`src/rtl/digit_serial_addsub_if.sv`:
```
// Operand/result handshake bundle for the digit-serial adder/subtractor.
// The master side supplies operands and accepts results; the slave side is
// the arithmetic block.
interface digit_serial_addsub_if #(
  parameter int WIDTH = 16
);
  logic             in_valid;
  logic             in_ready;
  logic [WIDTH-1:0] a;
  logic [WIDTH-1:0] b;
  logic             c_in;
  logic             sub;
  logic             out_valid;
  logic             out_ready;
  logic [WIDTH-1:0] s;
  logic             c_out;
  logic             ovf;

  modport master (
    output in_valid, a, b, c_in, sub, out_ready,
    input  in_ready, out_valid, s, c_out, ovf
  );

  modport slave (
    input  in_valid, a, b, c_in, sub, out_ready,
    output in_ready, out_valid, s, c_out, ovf
  );
endinterface

```
`src/rtl/digit_serial_addsub.sv`:
```
// Digit-serial adder/subtractor: one DIGIT-wide adder is reused NDIG times,
// LSB digit first, with a registered carry between digits. Subtraction is
// done as a + ~b + ~borrow_in, so c_out=1 means "no borrow" in that mode.
module digit_serial_addsub #(
  parameter int WIDTH = 16,
  parameter int DIGIT = 4
) (
  input  logic                    clk,
  input  logic                    rst,
  digit_serial_addsub_if.slave    bus
);

  if (DIGIT < 1 || DIGIT > WIDTH || (WIDTH % DIGIT) != 0) begin : g_bad_digit
    $error("digit_serial_addsub: DIGIT must be in 1..WIDTH and divide WIDTH");
  end

  localparam int NDIG = WIDTH / DIGIT;
  localparam int CW   = (NDIG > 1) ? $clog2(NDIG) : 1;
  localparam logic [CW-1:0] LAST = CW'(NDIG - 1);

  typedef enum logic [1:0] {
    IDLE = 2'd0,
    RUN  = 2'd1,
    DONE = 2'd2
  } state_e;

  state_e           state_q, state_d;
  logic [WIDTH-1:0] a_q, a_d;
  logic [WIDTH-1:0] b_q, b_d;       // already inverted when subtracting
  logic [WIDTH-1:0] s_q, s_d;
  logic             carry_q, carry_d;
  logic             c_out_q, c_out_d;
  logic             ovf_q, ovf_d;
  logic [CW-1:0]    cnt_q, cnt_d;

  logic             in_ready;
  logic             out_valid;
  int               base;
  logic [DIGIT-1:0] a_dig, b_dig, sum_dig;
  logic             sum_carry;

  // Shared digit adder: current digit of a and b' plus the carry register.
  always_comb begin
    base  = int'(cnt_q) * DIGIT;
    a_dig = a_q[base +: DIGIT];
    b_dig = b_q[base +: DIGIT];
    {sum_carry, sum_dig} = {1'b0, a_dig} + {1'b0, b_dig} + {{DIGIT{1'b0}}, carry_q};
  end

  // Next-state and datapath updates for the IDLE/RUN/DONE sequence.
  always_comb begin
    // NOTE: every signal gets a default first so no path through the case
    // leaves one unassigned, which would otherwise infer a latch.
    state_d   = state_q;
    a_d       = a_q;
    b_d       = b_q;
    s_d       = s_q;
    carry_d   = carry_q;
    c_out_d   = c_out_q;
    ovf_d     = ovf_q;
    cnt_d     = cnt_q;
    in_ready  = 1'b0;
    out_valid = 1'b0;

    case (state_q)
      IDLE: begin
        in_ready = 1'b1;
        if (bus.in_valid) begin
          a_d     = bus.a;
          b_d     = bus.b ^ {WIDTH{bus.sub}};
          carry_d = bus.c_in ^ bus.sub;
          cnt_d   = '0;
          state_d = RUN;
        end
      end

      RUN: begin
        s_d[base +: DIGIT] = sum_dig;
        carry_d            = sum_carry;
        if (cnt_q == LAST) begin
          // The MSB digit is being summed now, so its top bit is the result sign.
          c_out_d = sum_carry;
          ovf_d   = (a_q[WIDTH-1] == b_q[WIDTH-1]) && (sum_dig[DIGIT-1] != a_q[WIDTH-1]);
          cnt_d   = '0;
          state_d = DONE;
        end else begin
          cnt_d = cnt_q + CW'(1);
        end
      end

      DONE: begin
        out_valid = 1'b1;
        if (bus.out_ready) begin
          state_d = IDLE;
        end
      end

      default: begin
        state_d = IDLE;
      end
    endcase
  end

  // State and datapath registers; reset wins over everything and clears all.
  always_ff @(posedge clk) begin
    // NOTE: sequential state uses non-blocking assignments so every register
    // samples the values from before this edge.
    if (rst) begin
      state_q <= IDLE;
      a_q     <= '0;
      b_q     <= '0;
      s_q     <= '0;
      carry_q <= 1'b0;
      c_out_q <= 1'b0;
      ovf_q   <= 1'b0;
      cnt_q   <= '0;
    end else begin
      state_q <= state_d;
      a_q     <= a_d;
      b_q     <= b_d;
      s_q     <= s_d;
      carry_q <= carry_d;
      c_out_q <= c_out_d;
      ovf_q   <= ovf_d;
      cnt_q   <= cnt_d;
    end
  end

  assign bus.in_ready  = in_ready;
  assign bus.out_valid = out_valid;
  assign bus.s         = s_q;
  assign bus.c_out     = c_out_q;
  assign bus.ovf       = ovf_q;

endmodule

```
`src/flat_wrapper.sv`:
```
// flat-port wrapper written by rule: the top's interface ports become plain ports
module digit_serial_addsub_flat 
#(
  parameter int WIDTH = 16,
  parameter int DIGIT = 4
)
  (clk, rst, bus_in_valid, bus_a, bus_b, bus_c_in, bus_sub, bus_out_ready, bus_in_ready, bus_out_valid, bus_s, bus_c_out, bus_ovf);
  digit_serial_addsub_if #(.WIDTH(WIDTH)) bus_i ();
  input  logic clk;
  input  logic rst;
  input wire logic [$bits(bus_i.in_valid)-1:0] bus_in_valid;
  input wire logic [$bits(bus_i.a)-1:0] bus_a;
  input wire logic [$bits(bus_i.b)-1:0] bus_b;
  input wire logic [$bits(bus_i.c_in)-1:0] bus_c_in;
  input wire logic [$bits(bus_i.sub)-1:0] bus_sub;
  input wire logic [$bits(bus_i.out_ready)-1:0] bus_out_ready;
  output wire logic [$bits(bus_i.in_ready)-1:0] bus_in_ready;
  output wire logic [$bits(bus_i.out_valid)-1:0] bus_out_valid;
  output wire logic [$bits(bus_i.s)-1:0] bus_s;
  output wire logic [$bits(bus_i.c_out)-1:0] bus_c_out;
  output wire logic [$bits(bus_i.ovf)-1:0] bus_ovf;
  assign bus_i.in_valid = bus_in_valid;
  assign bus_i.a = bus_a;
  assign bus_i.b = bus_b;
  assign bus_i.c_in = bus_c_in;
  assign bus_i.sub = bus_sub;
  assign bus_i.out_ready = bus_out_ready;
  assign bus_in_ready = bus_i.in_ready;
  assign bus_out_valid = bus_i.out_valid;
  assign bus_s = bus_i.s;
  assign bus_c_out = bus_i.c_out;
  assign bus_ovf = bus_i.ovf;
  digit_serial_addsub #(.WIDTH(WIDTH), .DIGIT(DIGIT)) u_core (.clk(clk), .rst(rst), .bus(bus_i));
endmodule
```
`config.mk`:
```
export PLATFORM = sky130hd
export DESIGN_NAME = digit_serial_addsub_flat
export DESIGN_NICKNAME = d
export VERILOG_FILES = /design/src/rtl/digit_serial_addsub_if.sv /design/src/rtl/digit_serial_addsub.sv /design/src/flat_wrapper.sv
export SDC_FILE = /design/constraint.sdc
export NUM_CORES = 1
export LEC_CHECK = 0
export CAP_MARGIN = 10
export CORE_MARGIN = 1
export CORE_UTILIZATION = 41
export DETAILED_ROUTE_END_ITERATION = 6
export GPL_ROUTABILITY_DRIVEN = 0
export GPL_TIMING_DRIVEN = 0
export PLACE_DENSITY_LB_ADDON = 0.05
export SLEW_MARGIN = 20
export SYNTH_ARGS = -nofsm -noshare
export SYNTH_HDL_FRONTEND = slang
export SYNTH_SLANG_ARGS = --single-unit
```
`constraint.sdc`:
```
create_clock -name clk -period 4.05 [get_ports clk]
set_clock_uncertainty 0.15 [all_clocks]
set_input_delay 1.0125 -clock clk [delete_from_list [all_inputs] [get_ports clk]]
set_output_delay 1.0125 -clock clk [all_outputs]
set_load 0.01 [all_outputs]
```
==> impl.org <==
** Pwr
- Per report_power, the clock group accounts for 34.5% of the total.
- VDD IR max :: 263.3 uV
- Summed over all cells, the static leakage comes to 0.001226 uW.
- Dividing total power by cell area gives a power density of 369.0 nW/um^2.
- The internal portion of the total power is 921.9 uW.
- In this run, the combinational gates consume 17.4% of the power.
- The analysis attributes to net switching a power of 300.6 uW.
- In this run switching power makes up 24.59% of total power.
- Register share of total power :: 48.1%

** STA
- Setup violations remaining at the end of the flow were counted as 0.
- Timing would allow up to 314.3 MHz.
- Worst max-slew margin expressed relative to the limit :: 61.30%
- Setup repair after global routing left no endpoint under its margin.
- At the pin with the least slew margin, the transition time is 0.5804 ns.
- Final cycle utilization of the critical path :: 78.55%
- Once routing completed, OpenROAD measured the worst setup slack at 0.8686 ns.
- Sum of negative setup slack :: 0 ns
- Number of max-slew violations in the final report :: 0
- Time the worst path needs with I/O delays and setup :: 3.181 ns
- Number of hold-slack violations in the final timing report :: 0

** Critical path
- Critical path type :: reg -> reg
- Cells along the critical path :: buf_2 -> mux4_2 -> fa_1 -> fa_1 -> xor2_1 -> a22oi_1 -> nor2_1
- The worst setup path is captured at a flop.
- For this design, the slowest cell found on the critical path is mux4_2.
- Top cell family by delay on the critical path :: adder cells
- For this run, the slowest stage of the critical path takes 0.57 ns.
- Buf/Inv on CP :: 1
- Of all nets on the critical path, the largest fanout is 10.
- Critical path arrival :: 3.27 ns
- Sort of element at the start of the critical path :: flop
- Counting stages on the worst path, the most repeated cell is fa_1.
- Data required time of the critical path :: 4.14 ns

** Yosys
- Ys flop type :: dfxtp_1
- The synthesized design contains 0 enable-type register cells.
- Share of the yosys chip area belonging to registers :: 43.41%
- The average instance in the mapped netlist occupies 9.290 um^2.
- Yosys mapped the design onto 37 distinct sky130hd cell types.
- Post-Synthesis Cells :: 273
- After synthesis, the share of flip-flops with an asynchronous set or reset is 0%.
- Area of the mapped netlist :: 2536 um^2
- Number of warning messages in the yosys log :: 0
- Yosys reg bits :: 55
- Total nets after synthesis :: 322

** Global route
- For this run the aggregate overflow at the end of global routing stands at 0.
- The initial antenna violation count came to 0.
- Via count of the first global-routing pass :: 1974
- Entering global routing, the biggest net connects 17 pins.
- Global-route usage over all layers :: 19.59%
- Wire length of the first global-routing pass :: 9584 um

** Clock tree
- Clock latency on the worst-skew pair, taken at its later pin, is 0.30 ns.
- Post-cts gate resize count :: 0
- Largest buffer count on any clock path :: 2
- After clock tree synthesis, the clock-pin slew on the worst setup and hold paths is 0.10 ns.
- After clock tree synthesis, the setup repair step added 0 buffers.
- Total clock sinks :: 55
- Clock tree root driver cell :: clkbuf_8
- CTS buffer count :: 5
- Number of H-tree branching levels :: 2
- Count of hold-fix buffers inserted at cts :: 0
- Clock tree from TritonCTS :: built

** Status
- The flow ran to the end, and the final reports show no timing, DRC or antenna violations.

** Finish
- In the final layout, the share of cells above drive strength 1 is 7.440%.
- 0 antenna diodes ended up in the layout.
- Number of fillers in the final layout :: 584
- The area growth from synthesis to layout is 30.64%.
- After the last flow step, the layout net total stands at 384.
- For this run, the number of standard cells in the final layout without fillers is 411.
- Final Core Density :: 55.63%
- Area used by multi-input combinational logic :: 1350 um^2
- Sequential cell area :: 1101 um^2

** Floorplanning
- Die Y-Extent :: 80.65 um
- For this configuration, the core starts out at a cell density of 42.58%.
- After floorplanning, the core was divided into 28 placement rows.
- The die is 80.65 um wide.
- Die footprint :: 6504 um^2
- 58 I/O pins were placed.
- Core box area :: 5956 um^2

** Place
- Worst setup slack after placement :: 0.8624 ns
- Counting tap cells, the placed design contains a total of 403 instances.
- Estimated wirelength of the detail-placed design :: 4315 um
- Number of input and output port buffers inserted :: 55

** Drt
- After detailed routing, the total wire length is 5770 um.
- Final routed DRC violation total :: 0
- Detailed Route Iter0 Violations :: 91
- Routed Antenna Nets :: 0
- Dividing the detail-routed wire length by the instance count gives 14.04 um.
- First-pass iteration count of the detailed router :: 4
- Number of vias per cell after detailed routing :: 5.102
- Routed vias :: 2097

** Worst hold path
- Worst hold-check path type :: reg -> reg

** Run
- The tool flagged a number of max-cap violations equal to 0.
[kinds of logic after synthesis]
logic type               after synthesis  synth area share, %
adder cells (fa/ha/maj)               11                6.019
multiplexers                           9                7.499
flip-flops                            55                43.41
buffers and inverters                 21                3.354
XOR/XNOR                              18                6.216
AO/OA/AOI/OAI                         60                15.69
AND/OR/NAND/NOR                       99                17.81
[cell usage in the layout (no fill, tap or decap), types with 2 or more instances in the layout]
cell	instances
inv_1	3
or3b_1	5
mux4_2	8
a21oi_1	23
a211oi_1	16
and2_1	2
a22oi_1	13
bufinv_16	2
clkbuf_1	13
nor2_1	38
dfxtp_1	55
a21o_1	2
nand2_1	42
fa_1	2
clkbuf_8	5
ha_1	9
xnor2_1	16
clkdlybuf4s50_1	55
buf_2	5
xor2_1	2
[power groups by stage]
stage	Sequential, uW	Clock, uW	Combinational [uW]
finish	587	422	213
CTS	588	429	217
global placement	599	0	216
detailed placement	600	0	216
floorplan	596	0	133
global route	592	452	239
[registers in the layout (all words and copies together) (netlist names)]
register          cells
u_core.state_q        2
u_core.bus.s         16
u_core.bus.ovf        1
u_core.bus.c_out      1
u_core.b_q           16
u_core.a_q           16
u_core.cnt_q          2
u_core.carry_q        1
[routing by layer]
metal  global-route usage, %  part of all wire, %  up-vias
li1                        -                    -     1072
met1                   24.49                   46      977
met2                   34.49                   50       44
met3                   3.182                  3.0        4
met4                   5.357                 0.75        0
met5                       0                    0        -
[metrics by stage]
stage	hold WS (ns)	area (um^2)	total power (uW)
6_report	0.3064	3313	1222
5_1_grt	0.3321	3313	1282
4_1_cts	0.3101	3313	1234
3_5_place_dp	0.2967	3181	816.7
3_3_place_gp	0.2907	3181	815.1
2_1_floorplan	0.2831	2536	729.1
[layout make-up]
cell class                      instances  share of cell area (%)
Clock inverter                          2                   1.813
Sequential cell                        55                   33.23
Tap cell                               75                   2.832
Clock buffer                            6                   2.190
Multi-Input combinational cell        197                   40.75
Timing Repair Buffer                   55                   16.62
Buffer                                 18                   2.228
Inverter                                3                  0.3399
[cells in the mapped netlist (2+ instances only)]
| cell | n | area share [%] |
|---|---|---|
| a211oi_1 | 16 | 4.7 |
| a22oi_1 | 13 | 3.8 |
| a21o_1 | 2 | 0.59 |
| ha_1 | 9 | 4.4 |
| nor2_1 | 38 | 5.6 |
| clkbuf_1 | 12 | 1.8 |
| fa_1 | 2 | 1.6 |
| inv_1 | 3 | 0.44 |
| a21oi_1 | 23 | 4.5 |
| and2_1 | 2 | 0.49 |
| xor2_1 | 2 | 0.69 |
| buf_2 | 5 | 0.99 |
| or3b_1 | 5 | 1.7 |
| nand2_1 | 42 | 6.2 |
| mux4_2 | 8 | 7.1 |
| dfxtp_1 | 55 | 43 |
| xnor2_1 | 16 | 5.5 |
[worst min-delay path, delay by kind of cell, from the launching register on]
family          cells  cell delay, ns
flops               1            0.32
compound gates      1            0.05
simple gates        1            0.05
[path summary, 6_finish.rpt]
check	start	to	slack, ns	depth (start not counted)
max reg2reg	u_core.cnt_q[0]	u_core.bus.s[14]	0.87	7
max	u_core.cnt_q[0]	u_core.bus.s[14]	0.87	7
min	u_core.a_q[12]	u_core.a_q[12]	0.31	2
min reg2reg	u_core.a_q[12]	u_core.a_q[12]	0.31	2
No activity file was read; power rests on OpenSTA's default activity.
